[src/rtl/hazard_if.sv]
// Handshake bundle between the pipeline datapath and the hazard/stall controller.
// The slave modport is the controller side; the master modport is the pipeline side.
interface hazard_if #(
   parameter int CNT_W = 16
);
   logic             IDEX_MemRead;
   logic [4:0]       IDEX_Rt;
   logic [4:0]       IFID_Rs;
   logic [4:0]       IFID_Rt;
   logic             IFID_UsesRt;
   logic             IFID_MulDiv;
   logic             IFID_ReadHiLo;
   logic             EX_MulDivStart;
   logic             EX_BranchTaken;
   logic             DMem_Ready;
   logic             PC_Write;
   logic             IFID_Write;
   logic             IFID_Flush;
   logic             IDEX_Bubble;
   logic             EXMEM_Write;
   logic             MEMWB_Write;
   logic             MD_Busy;
   logic [CNT_W-1:0] Stall_Count;

   modport master (
      output IDEX_MemRead, IDEX_Rt, IFID_Rs, IFID_Rt, IFID_UsesRt, IFID_MulDiv,
             IFID_ReadHiLo, EX_MulDivStart, EX_BranchTaken, DMem_Ready,
      input  PC_Write, IFID_Write, IFID_Flush, IDEX_Bubble, EXMEM_Write,
             MEMWB_Write, MD_Busy, Stall_Count
   );

   modport slave (
      input  IDEX_MemRead, IDEX_Rt, IFID_Rs, IFID_Rt, IFID_UsesRt, IFID_MulDiv,
             IFID_ReadHiLo, EX_MulDivStart, EX_BranchTaken, DMem_Ready,
      output PC_Write, IFID_Write, IFID_Flush, IDEX_Bubble, EXMEM_Write,
             MEMWB_Write, MD_Busy, Stall_Count
   );
endinterface

[src/rtl/hazard_ctrl.sv]
// Stall/flush/freeze controller for the 5-stage core: load-use, mult/div HI/LO busy window,
// taken-branch flush and data-memory freeze, plus a saturating stall-cycle counter.
module hazard_ctrl #(
   parameter int MD_LAT = 4,
   parameter int CNT_W  = 16
) (
   input  logic     clk,
   input  logic     reset,
   hazard_if.slave  hz
);
   localparam int MD_W = (MD_LAT > 1) ? $clog2(MD_LAT) : 1;

   typedef enum logic [1:0] {
      M_RUN,
      M_STALL,
      M_FLUSH,
      M_FREEZE
   } mode_e;

   logic [MD_W-1:0]  md_cnt_q, md_cnt_d;
   logic [CNT_W-1:0] stall_cnt_q, stall_cnt_d;
   logic             md_busy;
   logic             load_use;
   logic             md_haz;
   mode_e            mode;

   assign md_busy = (md_cnt_q != '0);

   assign load_use = hz.IDEX_MemRead && (hz.IDEX_Rt != 5'd0) &&
                     ((hz.IDEX_Rt == hz.IFID_Rs) ||
                      (hz.IFID_UsesRt && (hz.IDEX_Rt == hz.IFID_Rt)));

   assign md_haz = (md_busy || hz.EX_MulDivStart) && (hz.IFID_ReadHiLo || hz.IFID_MulDiv);

   // Reset forces RUN so the pipeline drains cleanly while the controller state clears.
   always_comb begin
      mode = M_RUN;
      if (reset)                     mode = M_RUN;
      else if (!hz.DMem_Ready)       mode = M_FREEZE;
      else if (hz.EX_BranchTaken)    mode = M_FLUSH;
      else if (load_use || md_haz)   mode = M_STALL;
   end

   always_comb begin
      hz.PC_Write    = 1'b1;
      hz.IFID_Write  = 1'b1;
      hz.IFID_Flush  = 1'b0;
      hz.IDEX_Bubble = 1'b0;
      hz.EXMEM_Write = 1'b1;
      hz.MEMWB_Write = 1'b1;
      unique case (mode)
         M_FREEZE: begin
            hz.PC_Write    = 1'b0;
            hz.IFID_Write  = 1'b0;
            hz.EXMEM_Write = 1'b0;
            hz.MEMWB_Write = 1'b0;
         end
         M_FLUSH: begin
            hz.IFID_Flush  = 1'b1;
            hz.IDEX_Bubble = 1'b1;
         end
         M_STALL: begin
            hz.PC_Write    = 1'b0;
            hz.IFID_Write  = 1'b0;
            hz.IDEX_Bubble = 1'b1;
         end
         default: ;
      endcase
   end

   // The mult/div unit keeps counting through a freeze; a start is only accepted when idle and unfrozen.
   always_comb begin
      md_cnt_d = md_cnt_q;
      if (hz.EX_MulDivStart && !md_busy && hz.DMem_Ready)
         md_cnt_d = MD_W'(MD_LAT - 1);
      else if (md_busy)
         md_cnt_d = md_cnt_q - MD_W'(1);
   end

   always_comb begin
      stall_cnt_d = stall_cnt_q;
      if (!hz.PC_Write && !(&stall_cnt_q))
         stall_cnt_d = stall_cnt_q + CNT_W'(1);
   end

   always_ff @(posedge clk) begin
      if (reset) begin
         md_cnt_q    <= '0;
         stall_cnt_q <= '0;
      end else begin
         md_cnt_q    <= md_cnt_d;
         stall_cnt_q <= stall_cnt_d;
      end
   end

   assign hz.MD_Busy     = md_busy;
   assign hz.Stall_Count = stall_cnt_q;
endmodule

[src/flat_wrapper.sv]
// flat-port wrapper written by rule: the top's interface ports become plain ports
module hazard_ctrl_flat 
#(
   parameter int MD_LAT = 4,
   parameter int CNT_W  = 16
)
  (clk, reset, hz_IDEX_MemRead, hz_IDEX_Rt, hz_IFID_Rs, hz_IFID_Rt, hz_IFID_UsesRt, hz_IFID_MulDiv, hz_IFID_ReadHiLo, hz_EX_MulDivStart, hz_EX_BranchTaken, hz_DMem_Ready, hz_PC_Write, hz_IFID_Write, hz_IFID_Flush, hz_IDEX_Bubble, hz_EXMEM_Write, hz_MEMWB_Write, hz_MD_Busy, hz_Stall_Count);
  hazard_if #(.CNT_W(CNT_W)) hz_i ();
  input  logic clk;
  input  logic reset;
  input wire logic [$bits(hz_i.IDEX_MemRead)-1:0] hz_IDEX_MemRead;
  input wire logic [$bits(hz_i.IDEX_Rt)-1:0] hz_IDEX_Rt;
  input wire logic [$bits(hz_i.IFID_Rs)-1:0] hz_IFID_Rs;
  input wire logic [$bits(hz_i.IFID_Rt)-1:0] hz_IFID_Rt;
  input wire logic [$bits(hz_i.IFID_UsesRt)-1:0] hz_IFID_UsesRt;
  input wire logic [$bits(hz_i.IFID_MulDiv)-1:0] hz_IFID_MulDiv;
  input wire logic [$bits(hz_i.IFID_ReadHiLo)-1:0] hz_IFID_ReadHiLo;
  input wire logic [$bits(hz_i.EX_MulDivStart)-1:0] hz_EX_MulDivStart;
  input wire logic [$bits(hz_i.EX_BranchTaken)-1:0] hz_EX_BranchTaken;
  input wire logic [$bits(hz_i.DMem_Ready)-1:0] hz_DMem_Ready;
  output wire logic [$bits(hz_i.PC_Write)-1:0] hz_PC_Write;
  output wire logic [$bits(hz_i.IFID_Write)-1:0] hz_IFID_Write;
  output wire logic [$bits(hz_i.IFID_Flush)-1:0] hz_IFID_Flush;
  output wire logic [$bits(hz_i.IDEX_Bubble)-1:0] hz_IDEX_Bubble;
  output wire logic [$bits(hz_i.EXMEM_Write)-1:0] hz_EXMEM_Write;
  output wire logic [$bits(hz_i.MEMWB_Write)-1:0] hz_MEMWB_Write;
  output wire logic [$bits(hz_i.MD_Busy)-1:0] hz_MD_Busy;
  output wire logic [$bits(hz_i.Stall_Count)-1:0] hz_Stall_Count;
  assign hz_i.IDEX_MemRead = hz_IDEX_MemRead;
  assign hz_i.IDEX_Rt = hz_IDEX_Rt;
  assign hz_i.IFID_Rs = hz_IFID_Rs;
  assign hz_i.IFID_Rt = hz_IFID_Rt;
  assign hz_i.IFID_UsesRt = hz_IFID_UsesRt;
  assign hz_i.IFID_MulDiv = hz_IFID_MulDiv;
  assign hz_i.IFID_ReadHiLo = hz_IFID_ReadHiLo;
  assign hz_i.EX_MulDivStart = hz_EX_MulDivStart;
  assign hz_i.EX_BranchTaken = hz_EX_BranchTaken;
  assign hz_i.DMem_Ready = hz_DMem_Ready;
  assign hz_PC_Write = hz_i.PC_Write;
  assign hz_IFID_Write = hz_i.IFID_Write;
  assign hz_IFID_Flush = hz_i.IFID_Flush;
  assign hz_IDEX_Bubble = hz_i.IDEX_Bubble;
  assign hz_EXMEM_Write = hz_i.EXMEM_Write;
  assign hz_MEMWB_Write = hz_i.MEMWB_Write;
  assign hz_MD_Busy = hz_i.MD_Busy;
  assign hz_Stall_Count = hz_i.Stall_Count;
  hazard_ctrl #(.MD_LAT(MD_LAT), .CNT_W(CNT_W)) u_core (.clk(clk), .reset(reset), .hz(hz_i));
endmodule
[config.mk]
export PLATFORM = sky130hd
export DESIGN_NAME = hazard_ctrl_flat
export DESIGN_NICKNAME = d
export VERILOG_FILES = /design/src/rtl/hazard_if.sv /design/src/rtl/hazard_ctrl.sv /design/src/flat_wrapper.sv
export SDC_FILE = /design/constraint.sdc
export NUM_CORES = 1
export LEC_CHECK = 0
export BUFFER_PORTS_ARGS = -buffer_cell sky130_fd_sc_hd__buf_4
export CELL_PAD_IN_SITES_DETAIL_PLACEMENT = 1
export CELL_PAD_IN_SITES_GLOBAL_PLACEMENT = 1
export CORE_MARGIN = 2
export CORE_UTILIZATION = 36
export DETAILED_ROUTE_END_ITERATION = 8
export GPL_TIMING_DRIVEN = 0
export MAX_ROUTING_LAYER = met4
export PLACE_DENSITY = 0.89
export SLEW_MARGIN = 30
export SYNTH_ARGS = -nofsm -noshare
export SYNTH_HDL_FRONTEND = slang
export SYNTH_SLANG_ARGS = --single-unit
[constraint.sdc]
create_clock -name clk -period 3.27 [get_ports clk]
set_input_delay 0.327 -clock clk [delete_from_list [all_inputs] [get_ports clk]]
set_output_delay 0.327 -clock clk [all_outputs]
set_load 0.02 [all_outputs]
==> results.md, run 1 <==
* Status: complete, no violations
* Die Footprint at 3600 sq um
* IO Pins at 47
* Clk sinks at 18
* Hold Crit Class: in -> reg
* Final Max Tran Viols at 0
* Element type at the critical path end: output pin
* Yosys warning count at 0
* Routed wire length at 3.58 mm
* First-pass GRT wire length at 5.78 mm
* Synthesized flop and latch total at 18
* Post-CTS Setup Inserts at 0
* Grt total ovfl at 0
* Final #Nets at 215
* CTS tree: done
* Initial DRC count at 57
* Part of the cycle the worst path needs at 87.7%
* Fillers at 377
* Setup TNS at 0 ps
* Number of CTS-inserted buffers at 3
* Syn Area/Cell at 8.30 sq um
* Worst VDD drop at 127 uV
* Final Hold Viols at 0
* Hold Buf Count CTS at 0
* Worst EP arrival at 2540 ps
* Layout Utilization at 51.2%
* Share of layout cells above drive strength 1 at 33.0%
* CTS clk-pin slew, worst paths at 100 ps
* Tmin final at 2870 ps
* Mapped Area at 1130 sq um
* Row Count at 20
* Die Ht at 60.0 microns
* CP required at 2940 ps
* Largest net degree at the start of global routing at 11
* CTS root buf: clkbuf_4
* Core area at 3030 sq um
* Cts repair resizes at 0
* Number of global-route vias before repair at 1,344
* Pwr/cell area at 339 nW/um^2
* Remaining antenna violation count at 0
* DR WL/cell at 15.6 microns
* Max-cap violation count at 0
* DPL Wire Length at 2.82 mm
* Total track usage at 22.0%
* Area grow syn2layout at 37.5%
* Port Buf Inserts at 46
* Setup CP Type: reg -> out
* Slew HR at 58.3%
* CTS H-tree depth at 1
* Total number of vias at 1,263
* Pre-antenna DRT Iters at 4
* Synth Net Count at 164
* Final setup fails at 0
* Placement-stage cell area at 1530 sq um
* Mapped Cells at 136
* DRC at 0
* Starting Density at 37.3%
* Worst-Margin Slew at 621 ps
* Worst Skew at 9.05 ps
* CP max FO at 10
* Drt via density at 5.52
* FF/Latch Area at 360 sq um
* Hold slack at 331 ps
* Inserted Diodes at 0
* Count of cell types in the netlist at 39
* Worst-Skew Late Latency at 300 ps
* Leak Pwr at 0.650 nW
* Fin area at 1550 sq um
* CTS Buffer Depth at 2
* RSZ-0062 raised after global routing: no
* Antenna violations before repair at 0
* F_max at 0.349 GHz
* Die W at 60.0 microns
* Sequential share of the synthesized area at 31.9%
* Setup crit start kind: flop
* Multi-input logic area at 691 sq um
* GPL Wtd Cong at 0.867
[synthesized netlist by cell type]
cell      instances  area [sq um]
a21o_1            1          7.51
a21oi_1          11          55.1
a31oi_1           2          12.5
a32oi_1           1          8.76
and3_1            2          12.5
and4_1            2          17.5
buf_2             2          10.0
buf_4             2          15.0
buf_6             1          11.3
clkbuf_1          3          11.3
dfxtp_1          18           360
ha_1              4          50.1
inv_1             8          30.0
mux2_2            4          45.0
nand2_1           6          22.5
nand3_1           9          45.0
nand4_1           2          12.5
nand4b_1          1          8.76
nor2_1            9          33.8
nor2b_1           3          18.8
nor3_1            3          15.0
nor4_1            1          6.26
nor4_2            1          12.5
o211ai_1          1          7.51
o21a_1            1          7.51
o21a_2            1          8.76
o21ai_0           3          15.0
o21ai_1           1          5.00
o21bai_1          1          7.51
o22ai_1           1          6.26
o311a_1           1          10.0
o311ai_0          1          8.76
o31ai_1           7          52.6
o41ai_1           2          17.5
or2_2             1          6.26
or3_1             1          6.26
or4_1             8          60.1
xnor2_1           1          8.76
xor2_1            9          78.8
[layer usage]
| layer | share of wire [%] | vias up | global-route usage (%) | wire length [microns] |
|---|---|---|---|---|
| li1 | - | 604 | - | - |
| met1 | 38 | 608 | 22.2 | 1350 |
| met3 | 4.0 | 9 | 2.60 | 143 |
| met5 | 0 | - | - | 0 |
| met4 | 1.9 | 0 | 9.84 | 69 |
| met2 | 56 | 42 | 41.6 | 2020 |
[state kept, by name, indices dropped and copies added (netlist names)]
name / count
u_core.hz.Stall_Count: 16
u_core.md_cnt_q: 2
[report_power, final]
group | leakage (nW) | switching [W] | internal, W | total, W
registers | 0.146 | 0.00000745 | 0.000232 | 0.000240
clock network | 0.0138 | 0.0000734 | 0.0000430 | 0.000116
logic | 0.490 | 0.0000936 | 0.0000757 | 0.000169
[path summary, 6_finish.rpt]
path | start | end | slack, ps | cells after the start
setup / recovery | u_core.md_cnt_q[1]$_SDFFE_PP0P_ | hz_MEMWB_Write | 400 | 13
hold / removal | hz_EX_MulDivStart | u_core.md_cnt_q[1]$_SDFFE_PP0P_ | 330 | 3
setup reg to reg | u_core.hz.Stall_Count[0]$_SDFFE_PP0P_ | u_core.hz.Stall_Count[0]$_SDFFE_PP0P_ | 740 | 9
hold reg to reg | u_core.md_cnt_q[1]$_SDFFE_PP0P_ | u_core.md_cnt_q[1]$_SDFFE_PP0P_ | 500 | 2
[layout make-up]
cell class / instances / share of cell area [%]
multi-input cells: 102 / 44.5
flip-flops and latches: 18 / 23.2
repair buffers: 46 / 22.3
well taps: 44 / 3.55
plain buffers: 8 / 3.06
inverters: 8 / 1.94
clock buffers: 3 / 1.45
[cells by family (layout without fill, tap and decap cells)]
family                     Yosys count  after routing  share of synthesized area, %
AOI/OAI and AO/OA                   35             35                          20.4
and+or+nand+nor                     49             49                          24.6
DFF                                 18             18                          31.9
muxes                                4              4                          3.99
buffers and inverters               16             65                          6.87
xor gates and xnor gates            10             10                          7.76
adders and majority gates            4              4                          4.43
[placed cells by master, fill, tap and decap left out, types with 4 or more instances in the layout]
master	instances
or4_1	8
ha_1	4
a21oi_1	11
nor2_1	9
dfxtp_1	18
nand2_1	6
inv_1	8
nand3_1	9
buf_4	48
o31ai_1	7
mux2_2	4
xor2_1	9
[through the flow]
step                      setup WS [ps]  total power [W]  instances
final                               403         0.000525        229
after global routing                223         0.000556        229
after CTS                           390         0.000526        229
after detailed placement            496         0.000414        226
after global placement              555         0.000404        226
after floorplan                     849         0.000342        136
[worst max-delay path, stage by stage (launching register included)]
cell	delay, ps
dfxtp_1	320
inv_1	80
ha_1	220
inv_1	90
o22ai_1	160
o21a_1	150
o21a_2	230
buf_6	160
buf_2	240
nor2_1	90
ha_1	220
inv_1	70
buf_4	100
buf_4	120
Power figures use the tool's default switching activity.
==> run 2, diff against run 1 <==
--- a/config.mk
+++ b/config.mk
@@ -9,11 +9,12 @@
 export CELL_PAD_IN_SITES_DETAIL_PLACEMENT = 1
 export CELL_PAD_IN_SITES_GLOBAL_PLACEMENT = 1
 export CORE_MARGIN = 2
-export CORE_UTILIZATION = 36
+export CORE_UTILIZATION = 35
 export DETAILED_ROUTE_END_ITERATION = 8
 export GPL_TIMING_DRIVEN = 0
+export HOLD_SLACK_MARGIN = 0.02
 export MAX_ROUTING_LAYER = met4
-export PLACE_DENSITY = 0.89
+export PLACE_DENSITY = 0.87
 export SLEW_MARGIN = 30
 export SYNTH_ARGS = -nofsm -noshare
 export SYNTH_HDL_FRONTEND = slang
==> constraint.sdc (replaced) <==
create_clock -name clk -period 3.4 [get_ports clk]
set_input_delay 0.34 -clock clk [delete_from_list [all_inputs] [get_ports clk]]
set_output_delay 0.34 -clock clk [all_outputs]
set_load 0.02 [all_outputs]
==> run 2 against run 1 <==
Effect of this change: non-clock buffer count is the same; sequential share of layout area did not move; cell count unchanged; utilization fell by 0.42 points; die area is 2.7% higher; clock-buffer cell count did not move; critical path type unchanged; highest routed layer unchanged.
==> results.md, run 2 (same netlist as run 1, synthesis figures left out) <==
* Core area at 3050 sq um (+0.83%)
* Pre-antenna DRT Iters at 4 (unchanged)
* F_max at 0.352 GHz
* Grt total ovfl at 0 (unchanged)
* Total track usage at 22.0% (about the same)
* Die Footprint at 3690 sq um (+2.7%)
* Worst-Skew Late Latency at 300 ps (about the same)
* First-pass GRT wire length at 5.81 mm (+0.47%)
* Setup crit start kind: flop
* Antenna violations before repair at 0 (unchanged)
* Row Count at 20 (unchanged)
* Most frequent cells in the layout: 48 x buf_4, 18 x dfxtp_1, 11 x a21oi_1
* Total number of vias at 1,237 (-2.1%)
* Min-Delay Path Depth at 3 (unchanged)
* Reg2Reg Setup Slack at 940 ps (+200 ps)
* Final #Nets at 215 (unchanged)
* IO Pins at 47 (unchanged)
* Initial DRC count at 61 (+7.0%)
* DRC at 0 (unchanged)
* CP max FO at 10 (unchanged)
* RSZ-0062 raised after global routing: no
* Hold Startpoint: hz_EX_MulDivStart
* Routed wire length at 3.57 mm (about the same)
* Final Max Tran Viols at 0 (unchanged)
* Cts repair resizes at 0 (unchanged)
* Reg2reg path depth at 9 (unchanged)
* DPL Wire Length at 2.86 mm (+1.2%)
* Commonest non-fill, non-tap cell in the layout: buf_4
* RR Endpoint: u_core.hz.Stall_Count[11]$_SDFFE_PP0P_
* CP required at 3060 ps (+120 ps)
* Starting Density at 37.0% (-0.31 points)
* Clk sinks at 18 (unchanged)
* Max-cap violation count at 0 (unchanged)
* Die W at 60.8 microns (+1.3%)
* CTS root buf: clkbuf_4
* Element type at the critical path end: output pin
* Hold Path End: u_core.md_cnt_q[1]$_SDFFE_PP0P_
* Reg-to-Reg Start: u_core.hz.Stall_Count[0]$_SDFFE_PP0P_
* Share of layout cells above drive strength 1 at 33.0% (unchanged)
* Number of global-route vias before repair at 1,325 (-1.4%)
* Leak Pwr at 0.650 nW (unchanged)
* GPL Wtd Cong at 0.824 (-5.0%)
* Die Ht at 60.8 microns (+1.3%)
* Remaining antenna violation count at 0 (unchanged)
* Worst Skew at 2.27 ps (-6.78 ps)
* Hold Buf Count CTS at 0 (unchanged)
* Worst-Margin Slew at 592 ps (-29.2 ps)
* CTS Buffer Depth at 2 (unchanged)
* DR WL/cell at 15.6 microns (about the same)
* Non-Filler Instances at 229 (unchanged)
* Hold Crit Class: in -> reg
* Part of the cycle the worst path needs at 83.5%
* Number of CTS-inserted buffers at 3 (unchanged)
* Max reg flops at 16 (unchanged)
* Port Buf Inserts at 46 (unchanged)
* Final Hold Viols at 0 (unchanged)
* Largest net degree at the start of global routing at 11 (unchanged)
* Placed cell count at 226 (unchanged)
* Slew HR at 60.3% (+2.0 points)
* CTS tree: done
* Inserted Diodes at 0 (unchanged)
* Area grow syn2layout at 37.5% (unchanged)
* Layout Utilization at 50.8% (-0.42 points)
* Setup TNS at 0 ps (unchanged)
* Final setup fails at 0 (unchanged)
* Drt via density at 5.40 (-2.1%)
* Pwr/cell area at 325 nW/um^2 (-4.0%)
* Status: complete, no violations
* Worst EP arrival at 2500 ps (-40 ps)
* Tmin final at 2840 ps
* Worst VDD drop at 160 uV (+26%)
* Post-CTS Setup Inserts at 0 (unchanged)
* CTS H-tree depth at 1 (unchanged)
* Setup CP Type: reg -> out
* Hold slack at 351 ps (+19.6 ps)
* CTS clk-pin slew, worst paths at 100 ps (about the same)
==> run 2: cell counts in the layout (fill, tap and decap cells not counted) <==
No cell type changed its count.
==> run 2: cell type report <==
class	instances	area, sq um
Fill cell	401	1500
Multi-Input combinational cell	102	691
Sequential cell	18	360
Inverter	8	30.0
Timing Repair Buffer	46	345
Clock buffer	3	22.5
Tap cell	44	55.1
Buffer	8	47.5
==> run 2: critical path: stages, from the launching register on <==
cell	delay (ps)
dfxtp_1	310
inv_1	80
ha_1	210
inv_1	90
o22ai_1	130
o21a_1	140
o21a_2	230
buf_6	160
buf_2	230
nor2_1	90
ha_1	220
inv_1	70
buf_4	100
buf_4	120
==> run 2: power by group <==
group	total, W	switching (W)	internal (W)	leakage (nW)
registers	0.000230	0.00000637	0.000223	0.146
logic	0.000163	0.0000902	0.0000732	0.490
clock network	0.000111	0.0000697	0.0000414	0.0138
total	0.000504	0.000166	0.000338	0.650
==> run 2: how the worst max path moves through the flow <==
| stage | startpoint | to | slack (ps) | cells past startpoint |
|---|---|---|---|---|
| floorplan | hz_IDEX_Rt[0] | hz_MEMWB_Write | 950 | 9 |
| global placement | hz_IDEX_Rt[0] | hz_MEMWB_Write | 660 | 11 |
| detailed placement | hz_IDEX_Rt[0] | hz_MEMWB_Write | 640 | 11 |
| CTS | u_core.md_cnt_q[0]$_SDFFE_PP0P_ | hz_MEMWB_Write | 550 | 13 |
| global route | u_core.md_cnt_q[0]$_SDFFE_PP0P_ | hz_MEMWB_Write | 380 | 13 |
| finish | u_core.md_cnt_q[0]$_SDFFE_PP0P_ | hz_MEMWB_Write | 560 | 13 |
==> run 2: routing by layer <==
metal  share of wire (%)  vias up  GRT usage [%]
met5                   0        -              -
met2                  54       50           41.2
met1                  39      574           22.5
li1                    -      606              -
met4                 2.2        0           10.9
met3                 4.5        7           2.13
==> run 2: stage by stage <==
step                setup slack [ps]  power [W]  instance area, sq um
finish                           562   0.000504                  1550
global route                     377   0.000535                  1550
CTS                              549   0.000508                  1550
detailed placement               636   0.000398                  1530
global placement                 660   0.000388                  1530
floorplan                        953   0.000328                  1130
==> run 3, diff against run 2 <==
--- a/config.mk
+++ b/config.mk
@@ -5,16 +5,17 @@
 export SDC_FILE = /design/constraint.sdc
 export NUM_CORES = 1
 export LEC_CHECK = 0
+export ABC_AREA = 1
 export BUFFER_PORTS_ARGS = -buffer_cell sky130_fd_sc_hd__buf_4
 export CELL_PAD_IN_SITES_DETAIL_PLACEMENT = 1
 export CELL_PAD_IN_SITES_GLOBAL_PLACEMENT = 1
 export CORE_MARGIN = 2
-export CORE_UTILIZATION = 35
+export CORE_UTILIZATION = 33
 export DETAILED_ROUTE_END_ITERATION = 8
 export GPL_TIMING_DRIVEN = 0
 export HOLD_SLACK_MARGIN = 0.02
 export MAX_ROUTING_LAYER = met4
-export PLACE_DENSITY = 0.87
+export PLACE_DENSITY = 0.84
 export SLEW_MARGIN = 30
 export SYNTH_ARGS = -nofsm -noshare
 export SYNTH_HDL_FRONTEND = slang
==> constraint.sdc (replaced) <==
create_clock -name clk -period 2.7 [get_ports clk]
set_input_delay 0.27 -clock clk [delete_from_list [all_inputs] [get_ports clk]]
set_output_delay 0.27 -clock clk [all_outputs]
set_load 0.02 [all_outputs]
==> run 3 against run 2 <==
Effect of this change: die area is 21% higher; largest power group unchanged; clock skew hardly changed; clock power is 75% higher; critical endpoint unchanged; synthesized area is 16% higher; non-clock buffer count is 3 lower; wire length is 0.67% higher.
==> results.md, run 3 <==
* Status: complete, no violations
* Count of cell types in the netlist at 32 (-18%)
* Worst EP arrival at 2040 ps (-460 ps)
* Hold slack at 202 ps (-149 ps)
* Starting Density at 35.1% (-1.9 points)
* Remaining antenna violation count at 0 (unchanged)
* Worst slack, placed at 563 ps (-73.1 ps)
* Slew HR at 63.6% (+3.3 points)
* FF/Latch Area at 360 sq um (unchanged)
* Post-CTS Setup Inserts at 0 (unchanged)
* Largest net degree at the start of global routing at 11 (unchanged)
* Share of layout cells above drive strength 1 at 25.5% (-7.5 points)
* Area grow syn2layout at 34.3%
* Complex-gate fraction of the synthesized area at 8.16% (-12 points)
* Part of the cycle the worst path needs at 85.6%
* Drt via density at 4.73 (-12%)
* Syn Area/Cell at 6.21 sq um (-25%)
* Adder-Cell Fraction of Synth Area at 3.84% (-0.60 points)
* Mapped Area at 1300 sq um (+16%)
* Reg-to-Reg Start: u_core.hz.Stall_Count[0]$_SDFFE_PP0P_
* Element type at the critical path end: output pin
* Max-cap violation count at 0 (unchanged)
* CTS Buffer Depth at 2 (unchanged)
* Worst Skew at 2.36 ps (+0.0938 ps)
* Area leader, netlist: dfxtp_1
* Routed wire length at 3.60 mm (+0.67%)
* Worst path slowest cell: dfxtp_1
* Tmin final at 2310 ps
* F_max at 0.433 GHz
* CTS tree: done
* Final setup fails at 0 (unchanged)
* Synth Net Count at 238 (+45%)
* CP max stage delay at 300 ps (about the same)
* Pwr/cell area at 405 nW/um^2 (+25%)
* Synth async-reset ratio at 0% (unchanged)
* RSZ-0062 raised after global routing: no
* Setup CP Type: reg -> out
* Inserted Diodes at 0 (unchanged)
* Worst-Margin Slew at 546 ps (-45.2 ps)
* Top cell by count, worst path: inv_1
* Setup crit start kind: flop
* Grt total ovfl at 0 (unchanged)
* CTS H-tree depth at 1 (unchanged)
* Antenna violations before repair at 0 (unchanged)
* Dominant synthesized flop cell: dfxtp_1
* Initial DRC count at 54 (-11%)
* GPL Wtd Cong at 0.787 (-4.4%)
* Core area at 3720 sq um (+22%)
* Min-Delay Path Depth at 2 (-1)
* Multi-input logic area at 752 sq um (+8.9%)
* Power consumption at 0.000710 W (+41%)
* Post-synthesis xor/xnor area fraction at 1.34% (-6.4 points)
* Die W at 66.9 microns (+10%)
* Sequential share of the synthesized area at 27.6% (-4.3 points)
* RR Endpoint: u_core.hz.Stall_Count[0]$_SDFFE_PP0P_
* Yosys warning count at 0 (unchanged)
* Clk sinks at 18 (unchanged)
* Post-synthesis mux area share at 0% (-4.0 points)
* Most frequent cells in the layout: 58 x nand2_1, 48 x buf_4, 34 x inv_1
* Top cells by count, synth: 58 x nand2_1, 34 x inv_1, 29 x nor2_1
* Hold Startpoint: reset
* Setup TNS at 0 ps (unchanged)
* Number of global-route vias before repair at 1,345 (+1.5%)
* Simple-gate area share of the yosys netlist at 44.3% (+20 points)
* Hold Path End: u_core.hz.Stall_Count[15]$_SDFFE_PP0P_
* Total number of vias at 1,452 (+17%)
* Worst-path cell chain: inv_1 > ha_1 > inv_1 > o22ai_1 > nand2_1 > nand2_1 > nand2_2 > nand2_1 > inv_1 > ha_1 > inv_1 > buf_4 > buf_4
* Final Max Tran Viols at 0 (unchanged)
* Row Count at 22 (+10%)
* DR WL/cell at 11.7 microns (-25%)
* Die Ht at 66.9 microns (+10%)
* DRC at 0 (unchanged)
* Post-synth EDFFs at 0 (unchanged)
* Fin worst setup slack at 389 ps (-173 ps)
* Die Footprint at 4470 sq um (+21%)
* Worst VDD drop at 145 uV (-9.4%)
* Hold Buf Count CTS at 0 (unchanged)
* Share of the synthesized area in the top cell type at 27.6% (-4.3 points)
* DPL Wire Length at 2.87 mm (+0.46%)
* CTS root buf: clkbuf_8
* Mapped Cells at 210 (+54%)
* Leak Pwr at 0.933 nW (+44%)
* Total track usage at 17.8% (-4.1 points)
* Largest family of logic cells by synthesized area: simple AND/OR/NAND/NOR gates
* Cts repair resizes at 0 (unchanged)
* Worst-Skew Late Latency at 250 ps (-50 ps)
* Reg2Reg Setup Slack at 860 ps (-80 ps)
* CTS clk-pin slew, worst paths at 70 ps (-30 ps)
* Port Buf Inserts at 46 (unchanged)
* Fillers at 514 (+28%)
* Count leader, synth: nand2_1
* Max reg flops at 16 (unchanged)
* CP max FO at 7 (-3)
* Pre-antenna DRT Iters at 4 (unchanged)
* First-pass GRT wire length at 5.98 mm (+3.0%)
* CP required at 2430 ps (-630 ps)
* Final Hold Viols at 0 (unchanged)
* Synthesized flop and latch total at 18 (unchanged)
* Number of CTS-inserted buffers at 3 (unchanged)
* Synth area leaders: dfxtp_1 28%, nand2_1 17%, inv_1 9.8%, nor2_1 8.3%, nand3_1 6.1%
* Commonest non-fill, non-tap cell in the layout: nand2_1
* IO Pins at 47 (unchanged)
* Reg2reg path depth at 12 (+3)
* Hold Crit Class: in -> reg
* Final #Nets at 289 (+34%)
## run 3: cell types whose count changed after synthesis, moves of 8 or more
cell,before,now
nor2_1,9,29
nand2_1,6,58
xor2_1,9,1
inv_1,8,34
or4_1,8,0
## run 3: worst max-delay path, delay by kind of cell (launching register included)
kind / cells / cell delay (ps)
fa+ha+maj: 2 / 380
buf+inv: 6 / 540
flops: 1 / 300
simple gates: 4 / 440
compound gates: 1 / 130
## run 3: worst max-delay path by stage
| stage | start | end | slack (ps) | depth (start not counted) |
|---|---|---|---|---|
| 2_1_floorplan | u_core.md_cnt_q[0]$_SDFFE_PP0P_ | hz_MEMWB_Write | 570 | 12 |
| 3_5_place_dp | hz_IDEX_Rt[3] | hz_MEMWB_Write | 560 | 15 |
| 5_1_grt | u_core.md_cnt_q[0]$_SDFFE_PP0P_ | hz_MEMWB_Write | 220 | 13 |
| 4_1_cts | u_core.md_cnt_q[0]$_SDFFE_PP0P_ | hz_MEMWB_Write | 370 | 13 |
| 6_report | u_core.md_cnt_q[0]$_SDFFE_PP0P_ | hz_MEMWB_Write | 390 | 13 |
| 3_3_place_gp | hz_IDEX_Rt[3] | hz_MEMWB_Write | 600 | 15 |
## run 3: cell families (layout without fill, tap and decap cells)
kind of cell,count (synthesis),after routing
buf+inv,44,93
compound gates,19,19
xor+xnor,2,2
fa+ha+maj,4,4
flops,18,18
simple gates,123,123
## run 3: report_power, final
group          total, W  switching, W  internal [W]
logic          0.000224      0.000126     0.0000972
clock network  0.000194     0.0000947     0.0000992
registers      0.000292    0.00000945      0.000283
total          0.000710      0.000231      0.000479
## run 3: routing by layer
layer,global-route usage [%],vias to the layer above,wire [microns]
li1,-,759,-
met1,22.1,659,1760
met2,30.8,30,1680
met3,1.52,4,110
met4,5.36,0,48
met5,-,-,0
## run 3: layout make-up
| cell class | count | area share, % |
|---|---|---|
| clock buffer | 3 | 2.36 |
| tap | 48 | 3.43 |
| sequential | 18 | 20.6 |
| multi-input combinational | 148 | 43.0 |
| timing repair buffer | 46 | 19.7 |
| buffer | 5 | 2.36 |
| inverter | 39 | 8.58 |
## run 3: per-stage QoR
stage | std cells | util (%) | cell area (sq um)
after floorplan | 210 | - | 1300
after global placement | 304 | 46.0 | 1710
after detailed placement | 304 | 46.0 | 1710
after CTS | 307 | 47.1 | 1750
after global routing | 307 | 47.1 | 1750
final | 307 | 47.1 | 1750
